### config.mk
export PLATFORM = sky130hd
export DESIGN_NAME = ibex_rvfi_ext_snapshot_fifo
export DESIGN_NICKNAME = d
export VERILOG_FILES = /design/src/rtl/ibex_rvfi_ext_snapshot_fifo.sv
export SDC_FILE = /design/constraint.sdc
export NUM_CORES = 1
export LEC_CHECK = 0
export ABC_AREA = 1
export BUFFER_PORTS_ARGS = -buffer_cell sky130_fd_sc_hd__buf_4
export CORE_MARGIN = 2
export CORE_UTILIZATION = 60
export DETAILED_ROUTE_END_ITERATION = 10
export GPL_ROUTABILITY_DRIVEN = 0
export PLACE_DENSITY = 0.8
export SYNTH_ARGS = -nofsm -noshare
export SYNTH_HDL_FRONTEND = slang
export SYNTH_SLANG_ARGS = --single-unit
### constraint.sdc
create_clock -name clk_i -period 18.1 [get_ports clk_i]
set_clock_uncertainty 0.05 [all_clocks]
set_input_delay 2.715 -clock clk_i [delete_from_list [all_inputs] [get_ports clk_i]]
set_output_delay 2.715 -clock clk_i [all_outputs]
set_load 0.02 [all_outputs]
### src/rtl/ibex_rvfi_ext_snapshot_fifo.sv
// Snapshot FIFO for the rvfi_ext_* side-band: one record per retirement, drained over valid/ready,
// with a saturating mcycle delta and a sticky overflow flag for dropped records.
module ibex_rvfi_ext_snapshot_fifo #(
  parameter int unsigned Depth      = 4,
  parameter int unsigned DeltaWidth = 16
) (
  input  logic                    clk_i,
  input  logic                    rst_ni,

  input  logic                    rvfi_valid_i,
  input  logic [31:0]             rvfi_ext_mip_i,
  input  logic                    rvfi_ext_nmi_i,
  input  logic                    rvfi_ext_nmi_int_i,
  input  logic                    rvfi_ext_debug_req_i,
  input  logic                    rvfi_ext_debug_mode_i,
  input  logic                    rvfi_ext_rf_wr_suppress_i,
  input  logic                    rvfi_ext_irq_valid_i,
  input  logic [63:0]             rvfi_ext_mcycle_i,

  output logic                    out_valid_o,
  input  logic                    out_ready_i,
  output logic [31:0]             out_mip_o,
  output logic                    out_nmi_o,
  output logic                    out_nmi_int_o,
  output logic                    out_debug_req_o,
  output logic                    out_debug_mode_o,
  output logic                    out_rf_wr_suppress_o,
  output logic                    out_irq_valid_o,
  output logic [63:0]             out_mcycle_o,
  output logic [DeltaWidth-1:0]   out_mcycle_delta_o,

  output logic [$clog2(Depth):0]  count_o,
  output logic                    overflow_o,
  input  logic                    clear_overflow_i
);

  localparam int unsigned PtrW  = $clog2(Depth);
  localparam int unsigned CntW  = $clog2(Depth) + 1;
  localparam int unsigned FlagW = 6;
  localparam logic [63:0] DeltaMax = 64'((65'd1 << DeltaWidth) - 65'd1);

  // Storage array; not reset, outputs are masked while empty.
  logic [31:0]           r_mip_mem   [Depth];
  logic [FlagW-1:0]      r_flag_mem  [Depth];
  logic [63:0]           r_mcyc_mem  [Depth];
  logic [DeltaWidth-1:0] r_delta_mem [Depth];

  logic [PtrW-1:0] r_wptr, r_rptr;
  logic [CntW-1:0] r_count;
  logic            r_overflow;
  logic            r_first;
  logic [63:0]     r_prev_mcycle;

  logic [PtrW-1:0]       w_wptr_d, w_rptr_d;
  logic [CntW-1:0]       w_count_d;
  logic                  w_overflow_d;
  logic                  w_empty, w_full;
  logic                  w_pop, w_push, w_drop;
  logic [64:0]           w_diff;
  logic                  w_borrow, w_too_big;
  logic [DeltaWidth-1:0] w_delta;
  logic [FlagW-1:0]      w_flags_in;
  logic [FlagW-1:0]      w_flags_out;

  // Handshake decode
  always_comb begin
    w_empty = (r_count == '0);
    w_full  = (r_count == CntW'(Depth));
    w_pop   = ~w_empty & out_ready_i;
    // A pop frees a slot in the same cycle, so a full FIFO still accepts a push alongside a pop.
    w_push  = rvfi_valid_i & (~w_full | w_pop);
    w_drop  = rvfi_valid_i & w_full & ~w_pop;
  end

  // Saturating delta; the extra bit of the 65-bit subtract catches mcycle going backwards.
  always_comb begin
    w_diff    = {1'b0, rvfi_ext_mcycle_i} - {1'b0, r_prev_mcycle};
    w_borrow  = w_diff[64];
    w_too_big = (w_diff[63:0] > DeltaMax);
    if (r_first) begin
      w_delta = '0;
    end else if (w_borrow || w_too_big) begin
      w_delta = '1;
    end else begin
      w_delta = w_diff[DeltaWidth-1:0];
    end
  end

  always_comb begin
    w_flags_in = {rvfi_ext_nmi_i, rvfi_ext_nmi_int_i, rvfi_ext_debug_req_i,
                  rvfi_ext_debug_mode_i, rvfi_ext_rf_wr_suppress_i, rvfi_ext_irq_valid_i};
  end

  // Next-state for pointers, occupancy and the sticky overflow flag
  always_comb begin
    w_wptr_d     = r_wptr;
    w_rptr_d     = r_rptr;
    w_count_d    = r_count;
    w_overflow_d = r_overflow;

    if (w_push) begin
      w_wptr_d = r_wptr + PtrW'(1);
    end
    if (w_pop) begin
      w_rptr_d = r_rptr + PtrW'(1);
    end

    case ({w_push, w_pop})
      2'b10:   w_count_d = r_count + CntW'(1);
      2'b01:   w_count_d = r_count - CntW'(1);
      default: w_count_d = r_count;
    endcase

    // A drop in the same cycle as a clear keeps the flag set.
    if (clear_overflow_i) begin
      w_overflow_d = 1'b0;
    end
    if (w_drop) begin
      w_overflow_d = 1'b1;
    end
  end

  always_ff @(posedge clk_i or negedge rst_ni) begin
    if (!rst_ni) begin
      r_wptr        <= '0;
      r_rptr        <= '0;
      r_count       <= '0;
      r_overflow    <= 1'b0;
      r_first       <= 1'b1;
      r_prev_mcycle <= '0;
    end else begin
      r_wptr     <= w_wptr_d;
      r_rptr     <= w_rptr_d;
      r_count    <= w_count_d;
      r_overflow <= w_overflow_d;
      // Dropped records still advance the delta baseline.
      if (rvfi_valid_i) begin
        r_first       <= 1'b0;
        r_prev_mcycle <= rvfi_ext_mcycle_i;
      end
    end
  end

  always_ff @(posedge clk_i) begin
    if (w_push) begin
      r_mip_mem[r_wptr]   <= rvfi_ext_mip_i;
      r_flag_mem[r_wptr]  <= w_flags_in;
      r_mcyc_mem[r_wptr]  <= rvfi_ext_mcycle_i;
      r_delta_mem[r_wptr] <= w_delta;
    end
  end

  // Head record, forced to zero while empty
  always_comb begin
    out_valid_o        = ~w_empty;
    out_mip_o          = '0;
    w_flags_out        = '0;
    out_mcycle_o       = '0;
    out_mcycle_delta_o = '0;
    if (!w_empty) begin
      out_mip_o          = r_mip_mem[r_rptr];
      w_flags_out        = r_flag_mem[r_rptr];
      out_mcycle_o       = r_mcyc_mem[r_rptr];
      out_mcycle_delta_o = r_delta_mem[r_rptr];
    end
    out_nmi_o            = w_flags_out[5];
    out_nmi_int_o        = w_flags_out[4];
    out_debug_req_o      = w_flags_out[3];
    out_debug_mode_o     = w_flags_out[2];
    out_rf_wr_suppress_o = w_flags_out[1];
    out_irq_valid_o      = w_flags_out[0];
    count_o              = r_count;
    overflow_o           = r_overflow;
  end

endmodule

==> flow_summary.json, run 1 <==
{
  "pwr-share-seq": 0.355,
  "drv_slew": 0,
  "detail_route.wl_per_cell_microns": 18.0,
  "ys_seq_area_frac": 0.578,
  "die-area_sq_um": 47900,
  "grt_use_total": 0.295,
  "final_core_util": 0.694,
  "final_area_sq_um": 31600,
  "post_synth_num_cell_types": 46,
  "htreeDepth": 2,
  "grt_pass1_vias": 21506,
  "cts.sinks": 545,
  "rows": 78,
  "antenna_found_initial": 6,
  "dp.cells": 3841,
  "intPower_mw": 2.86,
  "cts_tree": "yes",
  "ctsLongestPathBuffers": 3,
  "min_period_ps": 6550,
  "swShare": 0.400,
  "stdcell_count": 3940,
  "yosysWarningCount": 0,
  "fmax_mhz": 153,
  "status": "finished clean",
  "grt_remaining_overflow": 0,
  "drc": 0,
  "ant_nets": 0,
  "worstPathArrival_ps": 3780,
  "drtPass1Iterations": 6,
  "syn_nets": 3282,
  "numCtsBuffers": 52,
  "syn_area_sq_um": 27700,
  "crit_type": "reg2out",
  "holdBufCountCts": 0,
  "hold_violations": 0,
  "synth-seq-cells": 545,
  "dpl-instance-area_sq_um": 29900,
  "switching_power_mw": 1.91,
  "via_count": 21952,
  "final_net_count": 3473,
  "die_w_microns": 219,
  "critPathMaxFanout": 165,
  "dp_worst_setup_slack_ps": 11910,
  "critical_path.startpoint_type": "flop",
  "cts_setup_buffers": 0,
  "cts.repair.resized": 0,
  "die_h_microns": 219,
  "vias_per_cell": 5.57,
  "syn_avg_cell_area_sq_um": 8.91,
  "insertion_delay_ps": 600,
  "path_clk_slew_ps": 60,
  "drive_above_1_share": 0.133,
  "setup_viol": 0,
  "num_io_pins": 230,
  "cap_violations": 0,
  "portBuffers": 229,
  "p_clk_frac": 0.223,
  "slew_headroom": 0.282,
  "fin_crit_sh": 0.362,
  "critPathCaptureType": "primary output",
  "worst_pin_slew_ps": 1080,
  "cts_root_buf": "clkbuf_16",
  "synthCells": 3104,
  "grt_max_degree": 166,
  "tns_ps": 0,
  "finalWirelength_microns": 70900,
  "drt_iter0_markers": 2348,
  "p_leak_nw": 13.3,
  "coreArea_sq_um": 45500,
  "power_frac_comb": 0.423,
  "fin_ws_ps": 11550,
  "syn_to_final_growth_pct": 14.1,
  "rsz0062_at_grt": "false",
  "cp.required_ps": 15340,
  "place_hpwl_microns": 47500,
  "ir_drop_mv": 0.145,
  "start_util": 0.608,
  "power_density_nw_per_um2": 151,
  "grt_first_pass_wirelength_microns": 110000,
  "min_path_type": "reg2reg"
}
layer usage:
metal	GRT usage	up-vias	share of wire
met5	0	-	0.00013
met4	0.135	2	0.036
met3	0.0504	169	0.079
met2	0.491	886	0.48
met1	0.380	10424	0.40
li1	-	10471	-
cell families after synthesis:
family | Yosys count | synth area share
and+or+nand+nor | 1442 | 0.218
adders and majority gates | 71 | 0.0326
xor gates and xnor gates | 22 | 0.00696
DFF | 545 | 0.578
buffers and inverters | 525 | 0.0721
AOI/OAI and AO/OA | 499 | 0.0917
worst paths after layout:
check	depth (start not counted)	from	slack [ps]	to
min in group asynchronous	1	rst_ni	2010	r_prev_mcycle[50]$_DFFE_PN0P_
max in group asynchronous	2	rst_ni	15010	r_rptr[0]$_DFFE_PN0P_
min	2	r_prev_mcycle[38]$_DFFE_PN0P_	480	r_prev_mcycle[38]$_DFFE_PN0P_
max	5	r_rptr[0]$_DFFE_PN0P_	11550	out_mcycle_delta_o[13]
max reg2reg	20	r_prev_mcycle[0]$_DFFE_PN0P_	14370	r_delta_mem[1][0]$_DFFE_PP_
min reg2reg	2	r_prev_mcycle[38]$_DFFE_PN0P_	480	r_prev_mcycle[38]$_DFFE_PN0P_
cells in the mapped netlist, drive strengths merged:
library cell,instances,area [sq um]
o21a,1,7.51
o21bai,7,52.6
nor4,4,52.6
nor2,619,2480
inv,407,1530
xor2,10,87.6
nand3b,14,130
a21o,2,15.0
nor3,12,85.1
fa,2,40.0
and3,1,6.26
clkinv,9,33.8
nand4,17,128
buf,17,88.8
a21oi,174,875
nand2,690,2630
o21ai,313,1570
dfrtp,72,1800
ha,69,863
dfstp,1,26.3
a211oi,1,7.51
and2,1,6.26
edfxtp,472,14200
o22ai,1,6.26
nand3,84,518
clkbuf,92,345
xnor2,12,105
sequential cells by signal (all words and copies together), names as in the netlist:
signal	count
r_wptr	2
r_mcyc_mem	256
overflow_o	1
r_delta_mem	64
r_mip_mem	128
r_flag_mem	24
r_prev_mcycle	64
r_rptr	2
r_first	1
count_o	3
cell type report:
type                       instances  area, sq um
sequential                       545        16000
fill                            3407        13900
multi-input combinational       2034         9700
timing repair buffer             246         1850
inverter                         416         1570
clock buffer                      65         1410
tap                              600          751
clock inverter                    29          251
antenna                            5         12.5
power by group through the flow:
stage	clock, mW	combinational (mW)	sequential [mW]
floorplan	0	1.26	1.70
global placement	0	1.95	1.70
detailed placement	0	2.00	1.71
CTS	1.07	2.01	1.69
global route	1.12	2.18	1.70
finish	1.06	2.01	1.69
through the flow:
step | power (mW) | hold slack [ps]
after floorplan | 2.96 | 407
after global placement | 3.65 | 436
after detailed placement | 3.71 | 455
after CTS | 4.77 | 474
after global routing | 5.00 | 490
final | 4.76 | 479
layout by cell type (no fill, tap or decap), types with 4 or more instances in the layout:
cell       synthesis  final
clkinv_1           9     19
edfxtp_1         472    472
ha_1              69     69
nand2_2           16     16
nand3b_1          12     12
o21ai_1            4      4
xnor2_1           12     12
clkinv_2           0      9
a21oi_1          173    173
bufinv_16          0      4
o21bai_1           7      7
clkbuf_16          0     53
inv_2             23     23
dfrtp_1           72     70
nand3_2           17     17
nand2_1          674    674
nor2_2            28     28
inv_1            384    381
nand4_1           15     15
clkbuf_8           0      4
clkbuf_1          92      8
nor2_1           580    576
o21ai_0          307    307
nand3_1           66     66
nor3_1             7      7
nor3_2             5      5
inv_6              0      4
buf_4              0    246
xor2_1            10     10
nor2_4            10     14
diode_2            0      5
critical path, stage by stage (launching register included):
cell and delay, ps:
dfrtp_4 810, inv_6 850, buf_4 680, o21ai_0 240, a21oi_1 300, buf_4 200
(Power assumes the default switching activity.)
==> run 2: changes to the inputs <==
--- a/config.mk
+++ b/config.mk
@@ -8,10 +8,10 @@
 export ABC_AREA = 1
 export BUFFER_PORTS_ARGS = -buffer_cell sky130_fd_sc_hd__buf_4
 export CORE_MARGIN = 2
-export CORE_UTILIZATION = 60
+export CORE_UTILIZATION = 55
 export DETAILED_ROUTE_END_ITERATION = 10
 export GPL_ROUTABILITY_DRIVEN = 0
-export PLACE_DENSITY = 0.8
+export PLACE_DENSITY = 0.77
 export SYNTH_ARGS = -nofsm -noshare
 export SYNTH_HDL_FRONTEND = slang
 export SYNTH_SLANG_ARGS = --single-unit
==> constraint.sdc (replaced) <==
create_clock -name clk_i -period 5.6 [get_ports clk_i]
set_clock_uncertainty 0.05 [all_clocks]
set_input_delay 0.84 -clock clk_i [delete_from_list [all_inputs] [get_ports clk_i]]
set_output_delay 0.84 -clock clk_i [all_outputs]
set_load 0.02 [all_outputs]
==> run 2 against run 1 <==
Register-to-register slack lost 12000 ps. Count of clock-buffer cells in the layout grew 10. Core utilization fell by 5.6 points. Sequential power rose to 3.2 times the previous value. Design area increased by 0.79%. Setup slack worse by 10000 ps. Non-clock buffer count increased by 2. Wire length decreased by 0.28%. Final cell count increased by 1.9%. Power rose to 3.3 times the previous value. Critical path type unchanged. Highest routed layer unchanged. Combinational power increased to 3.3 times the previous value.
==> flow_summary.json, run 2 (synthesis gave the netlist of run 1 again) <==
{
  "vias_per_cell": 5.48,
  "numCtsBuffers": 52,
  "die_h_microns": 228,
  "top_register": "r_mcyc_mem",
  "slew_headroom": 0.335,
  "crit_type": "reg2out",
  "path_delay_family": "buffers and inverters",
  "slowest_stage": "dfrtp_4",
  "critPathMaxFanout": 68,
  "place_hpwl_microns": 47400,
  "fin_ws_ps": 1300,
  "drive_above_1_share": 0.132,
  "drc": 0,
  "fillers": 3974,
  "swShare": 0.394,
  "via_count": 21991,
  "path_buf_inv": 3,
  "worstPathArrival_ps": 3410,
  "num_io_pins": 230,
  "intPower_mw": 9.42,
  "cpMostUsedCell": "buf_4",
  "coreArea_sq_um": 49900,
  "dp_worst_setup_slack_ps": 1380,
  "switching_power_mw": 6.14,
  "min_path_type": "in2async",
  "final_area_sq_um": 31800,
  "setup_viol": 0,
  "largest_reg_flops": 256,
  "cts.repair.resized": 0,
  "dpl-instance-area_sq_um": 30100,
  "ir_drop_mv": 0.325,
  "layout_commonest_cell": "nand2_1",
  "critical_path.startpoint_type": "flop",
  "syn_to_final_growth_pct": 15.0,
  "reg2reg_slack_ps": 1980,
  "die-area_sq_um": 52100,
  "min_period_ps": 4300,
  "hold_violations": 0,
  "grt_pass1_vias": 21290,
  "portBuffers": 229,
  "rr_startpoint": "r_prev_mcycle[0]$_DFFE_PN0P_",
  "p_clk_frac": 0.228,
  "cp.required_ps": 4710,
  "finalWirelength_microns": 70700,
  "dp.cells": 3915,
  "hold_slack_ps": 193,
  "r2r_end": "r_delta_mem[1][1]$_DFFE_PP_",
  "stdcell_count": 4016,
  "reg_top3": "r_mcyc_mem x256, r_mip_mem x128",
  "grt_first_pass_wirelength_microns": 111000,
  "fmax_mhz": 233,
  "antenna_found_initial": 3,
  "cap_violations": 0,
  "drt_iter0_markers": 2320,
  "cpPeakStageDelay_ps": 900,
  "ctsLongestPathBuffers": 3,
  "final_net_count": 3475,
  "worstPathCellList": "inv_6 -> buf_4 -> nor2_1 -> o21ai_0 -> a21oi_1 -> buf_4",
  "grt_use_total": 0.267,
  "critPathCaptureType": "primary output",
  "layout_common_cells": "nand2_1, nor2_1, edfxtp_1, inv_1, o21ai_0",
  "p_leak_nw": 13.4,
  "power_frac_comb": 0.423,
  "rsz0062_at_grt": "false",
  "grt_remaining_overflow": 0,
  "grt_max_degree": 129,
  "path_clk_slew_ps": 60,
  "worst_pin_slew_ps": 997,
  "holdBufCountCts": 0,
  "power_mw": 15.6,
  "drtPass1Iterations": 7,
  "reg2reg_depth": 20,
  "cts_tree": "yes",
  "fin_crit_sh": 0.768,
  "die_w_microns": 228,
  "detail_route.wl_per_cell_microns": 17.6,
  "ant_nets": 0,
  "insertion_delay_ps": 600,
  "tns_ps": 0,
  "htreeDepth": 2,
  "rows": 82,
  "cts_root_buf": "clkbuf_16",
  "status": "finished clean",
  "cts.sinks": 545,
  "drv_slew": 0,
  "pwr-share-seq": 0.349,
  "power_density_nw_per_um2": 489,
  "start_util": 0.555,
  "cts_setup_buffers": 0,
  "final_core_util": 0.638
}
==> run 2: changes by cell type in the layout (fill, tap and decap cells not counted), sizes merged <==
cell      change
bufinv        +3
diode         -1
clkinvlp      -3
buf           +2
clkinv        -7
clkbuf       +10
==> run 2: final cells by class <==
class,instances,area [sq um],share of cell area
flip-flops and latches,545,16000,0.503
multi-input cells,2034,9700,0.305
repair buffers,248,1950,0.0613
inverters,416,1570,0.0494
clock buffers,75,1430,0.0449
well taps,672,841,0.0264
clock inverters,22,299,0.00940
diodes,4,10.0,0.000315
==> run 2: worst register-to-register path, stage by stage (launching register included) <==
cell and delay [ps]:
dfrtp_1 390, ha_1 220, fa_1 410, inv_1 110, nand2_1 60, nand3_1 160
nand2_1 70, nand2_1 190, nand2_1 100, nand2_1 130, nand2_1 110, nand3_1 80
nand2_1 50, inv_1 40, nand2_1 40, nor2_1 160, nand3_1 140, nor2_4 480
nand3_1 160, nand2_1 90, inv_1 100
==> run 2: power by group through the flow <==
stage | Combinational [mW] | Sequential (mW) | Clock [mW]
6_report | 6.58 | 5.43 | 3.54
3_3_place_gp | 6.43 | 5.48 | 0
2_1_floorplan | 4.07 | 5.48 | 0
3_5_place_dp | 6.56 | 5.51 | 0
4_1_cts | 6.59 | 5.43 | 3.58
5_1_grt | 7.15 | 5.49 | 3.74
==> run 2: routing by layer <==
| metal | track usage | wire (microns) |
|---|---|---|
| met2 | 0.448 | 33600 |
| met4 | 0.107 | 2570 |
| met5 | 0 | 8 |
| met3 | 0.0413 | 5540 |
| met1 | 0.351 | 29000 |
==> run 2: worst max path at each step <==
stage	cells past startpoint	slack, ps	startpoint	to
2_1_floorplan	4	-1530	rvfi_valid_i	r_delta_mem[0][0]$_DFFE_PP_
3_3_place_gp	22	1380	rvfi_ext_mcycle_i[0]	r_delta_mem[0][4]$_DFFE_PP_
3_5_place_dp	22	1380	rvfi_ext_mcycle_i[0]	r_delta_mem[3][3]$_DFFE_PP_
4_1_cts	6	1290	r_rptr[1]$_DFFE_PN0P_	out_mcycle_delta_o[12]
5_1_grt	6	1190	r_rptr[1]$_DFFE_PN0P_	out_mcycle_delta_o[12]
6_report	6	1300	r_rptr[1]$_DFFE_PN0P_	out_mcycle_delta_o[12]
==> run 3: changes to the inputs <==
--- a/config.mk
+++ b/config.mk
@@ -8,10 +8,10 @@
 export ABC_AREA = 1
 export BUFFER_PORTS_ARGS = -buffer_cell sky130_fd_sc_hd__buf_4
 export CORE_MARGIN = 2
-export CORE_UTILIZATION = 55
+export CORE_UTILIZATION = 60
 export DETAILED_ROUTE_END_ITERATION = 10
 export GPL_ROUTABILITY_DRIVEN = 0
-export PLACE_DENSITY = 0.77
+export PLACE_DENSITY = 0.8
 export SYNTH_ARGS = -nofsm -noshare
 export SYNTH_HDL_FRONTEND = slang
 export SYNTH_SLANG_ARGS = --single-unit
==> constraint.sdc (replaced) <==
create_clock -name clk_i -period 4.15 [get_ports clk_i]
set_clock_uncertainty 0.05 [all_clocks]
set_input_delay 0.6225 -clock clk_i [delete_from_list [all_inputs] [get_ports clk_i]]
set_output_delay 0.6225 -clock clk_i [all_outputs]
set_load 0.02 [all_outputs]
==> run 3 against run 2 <==
Sequential power grew 35%. Wire length increased by 1.0%. Clock power is 32% higher. Combinational power is 38% higher. Design area about the same. Critical path type unchanged. Critical endpoint is now out_mip_o[6].
==> flow_summary.json, run 3 (synthesis gave the netlist of run 1 again) <==
{
  "rsz0062_at_grt": "false",
  "die_w_microns": 219,
  "rows": 78,
  "reg2reg_depth": 21,
  "die_h_microns": 219,
  "slew_headroom": 0.310,
  "drc": 0,
  "ctsLongestPathBuffers": 3,
  "cts_tree": "yes",
  "numCtsBuffers": 52,
  "crit_type": "reg2out",
  "p_leak_nw": 13.5,
  "dp.cells": 3854,
  "coreArea_sq_um": 45500,
  "finalWirelength_microns": 71400,
  "grt_use_total": 0.296,
  "reg2reg_slack_ps": 530,
  "antenna_found_initial": 1,
  "fin_crit_sh": 0.907,
  "insertion_delay_ps": 590,
  "rr_startpoint": "r_prev_mcycle[0]$_DFFE_PN0P_",
  "final_area_sq_um": 31800,
  "drtPass1Iterations": 6,
  "cap_violations": 0,
  "path_buf_inv": 3,
  "tns_ps": 0,
  "dpl-instance-area_sq_um": 30100,
  "syn_to_final_growth_pct": 15.0,
  "status": "finished clean",
  "whs_path_depth": 2,
  "fin_ws_ps": 386,
  "final_core_util": 0.700,
  "layout_commonest_cell": "nand2_1",
  "num_io_pins": 230,
  "die-area_sq_um": 47900,
  "ant_nets": 0,
  "drt_iter0_markers": 2269,
  "critPathCaptureType": "primary output",
  "reg_top3": "r_mcyc_mem x256, r_mip_mem x128",
  "cp.required_ps": 3480,
  "slowest_stage": "inv_6",
  "drv_slew": 0,
  "critPathMaxFanout": 95,
  "worstHoldStart": "clear_overflow_i",
  "diodes": 0,
  "min_period_ps": 3760,
  "setup_viol": 0,
  "cts.sinks": 545,
  "via_count": 21980,
  "place_hpwl_microns": 48400,
  "r2r_end": "r_delta_mem[2][1]$_DFFE_PP_",
  "cts_root_buf": "clkbuf_16",
  "worst_pin_slew_ps": 1040,
  "critical_path.startpoint_type": "flop",
  "path_clk_slew_ps": 60,
  "stdcell_count": 3952,
  "hold_violations": 0,
  "drive_above_1_share": 0.136,
  "cpMostUsedCell": "buf_4",
  "hold-path-endpoint": "overflow_o$_DFFE_PN0P_",
  "portBuffers": 229,
  "htreeDepth": 2,
  "top_register": "r_mcyc_mem",
  "grt_max_degree": 96,
  "largest_reg_flops": 256,
  "layout_common_cells": "nand2_1, nor2_1, edfxtp_1, inv_1, o21ai_0",
  "vias_per_cell": 5.56,
  "path_delay_family": "buffers and inverters",
  "final_net_count": 3487,
  "worstPathArrival_ps": 3090,
  "power_mw": 21.1,
  "grt_pass1_vias": 21491,
  "grt_remaining_overflow": 0,
  "grt_first_pass_wirelength_microns": 111000,
  "cpPeakStageDelay_ps": 760,
  "cts_setup_buffers": 0,
  "dp_worst_setup_slack_ps": 236,
  "cp.depth": 6,
  "detail_route.wl_per_cell_microns": 18.1,
  "start_util": 0.608,
  "ir_drop_mv": 0.565,
  "min_path_type": "in2reg",
  "worstPathCellList": "inv_6 -> buf_4 -> nor2_1 -> o21ai_0 -> a21oi_1 -> buf_4",
  "fmax_mhz": 266,
  "startpoint": "r_rptr[1]$_DFFE_PN0P_",
  "power_density_nw_per_um2": 662,
  "hold_slack_ps": 176
}
-- run 3: cell types whose count changed in the layout (fill, tap and decap cells not counted), moves of 3 or more --
cell | previous run | this run
buf_4 | 241 | 247
buf_12 | 7 | 12
clkinv_2 | 5 | 8
clkbuf_8 | 4 | 8
bufinv_16 | 7 | 4
diode_2 | 4 | 0
clkinv_1 | 16 | 13
-- run 3: what timing repair did --
action,in CTS,in global routing
hold endpoints to repair,39,0
hold buffers,1,0
gates resized for setup,0,0
-- run 3: area by class of cell --
cell class | count | area, sq um
sequential | 545 | 16000
tap | 600 | 751
clock inverter | 19 | 208
timing repair buffer | 260 | 2100
clock buffer | 78 | 1480
inverter | 416 | 1570
multi-input combinational | 2034 | 9700
fill | 3371 | 13700
-- run 3: metal layers --
metal,global-route usage,wire [microns],vias up
met3,0.0475,6070,165
met5,0,9,-
met4,0.108,2310,2
li1,-,-,10487
met1,0.390,28600,10359
met2,0.496,34400,967
-- run 3: where the power goes --
part / leakage, nW / internal (mW) / switching [mW]
clock network: 0.825 / 2.71 / 1.96
registers: 5.00 / 6.95 / 0.372
logic: 7.64 / 3.02 / 6.05
-- run 3: worst reg2reg max path, delay by kind of cell, from the launching register on --
family | cells | cell delay (ps)
simple gates | 15 | 1750
flops | 1 | 390
buf+inv | 4 | 550
fa+ha+maj | 2 | 630
-- run 3: worst max-delay path by stage --
stage | slack [ps] | to
3_3_place_gp | 280 | r_delta_mem[1][1]$_DFFE_PP_
3_5_place_dp | 240 | r_delta_mem[2][1]$_DFFE_PP_
2_1_floorplan | -810 | r_delta_mem[0][0]$_DFFE_PP_
6_report | 390 | out_mip_o[6]
4_1_cts | 380 | out_mip_o[6]
5_1_grt | 240 | out_mip_o[7]
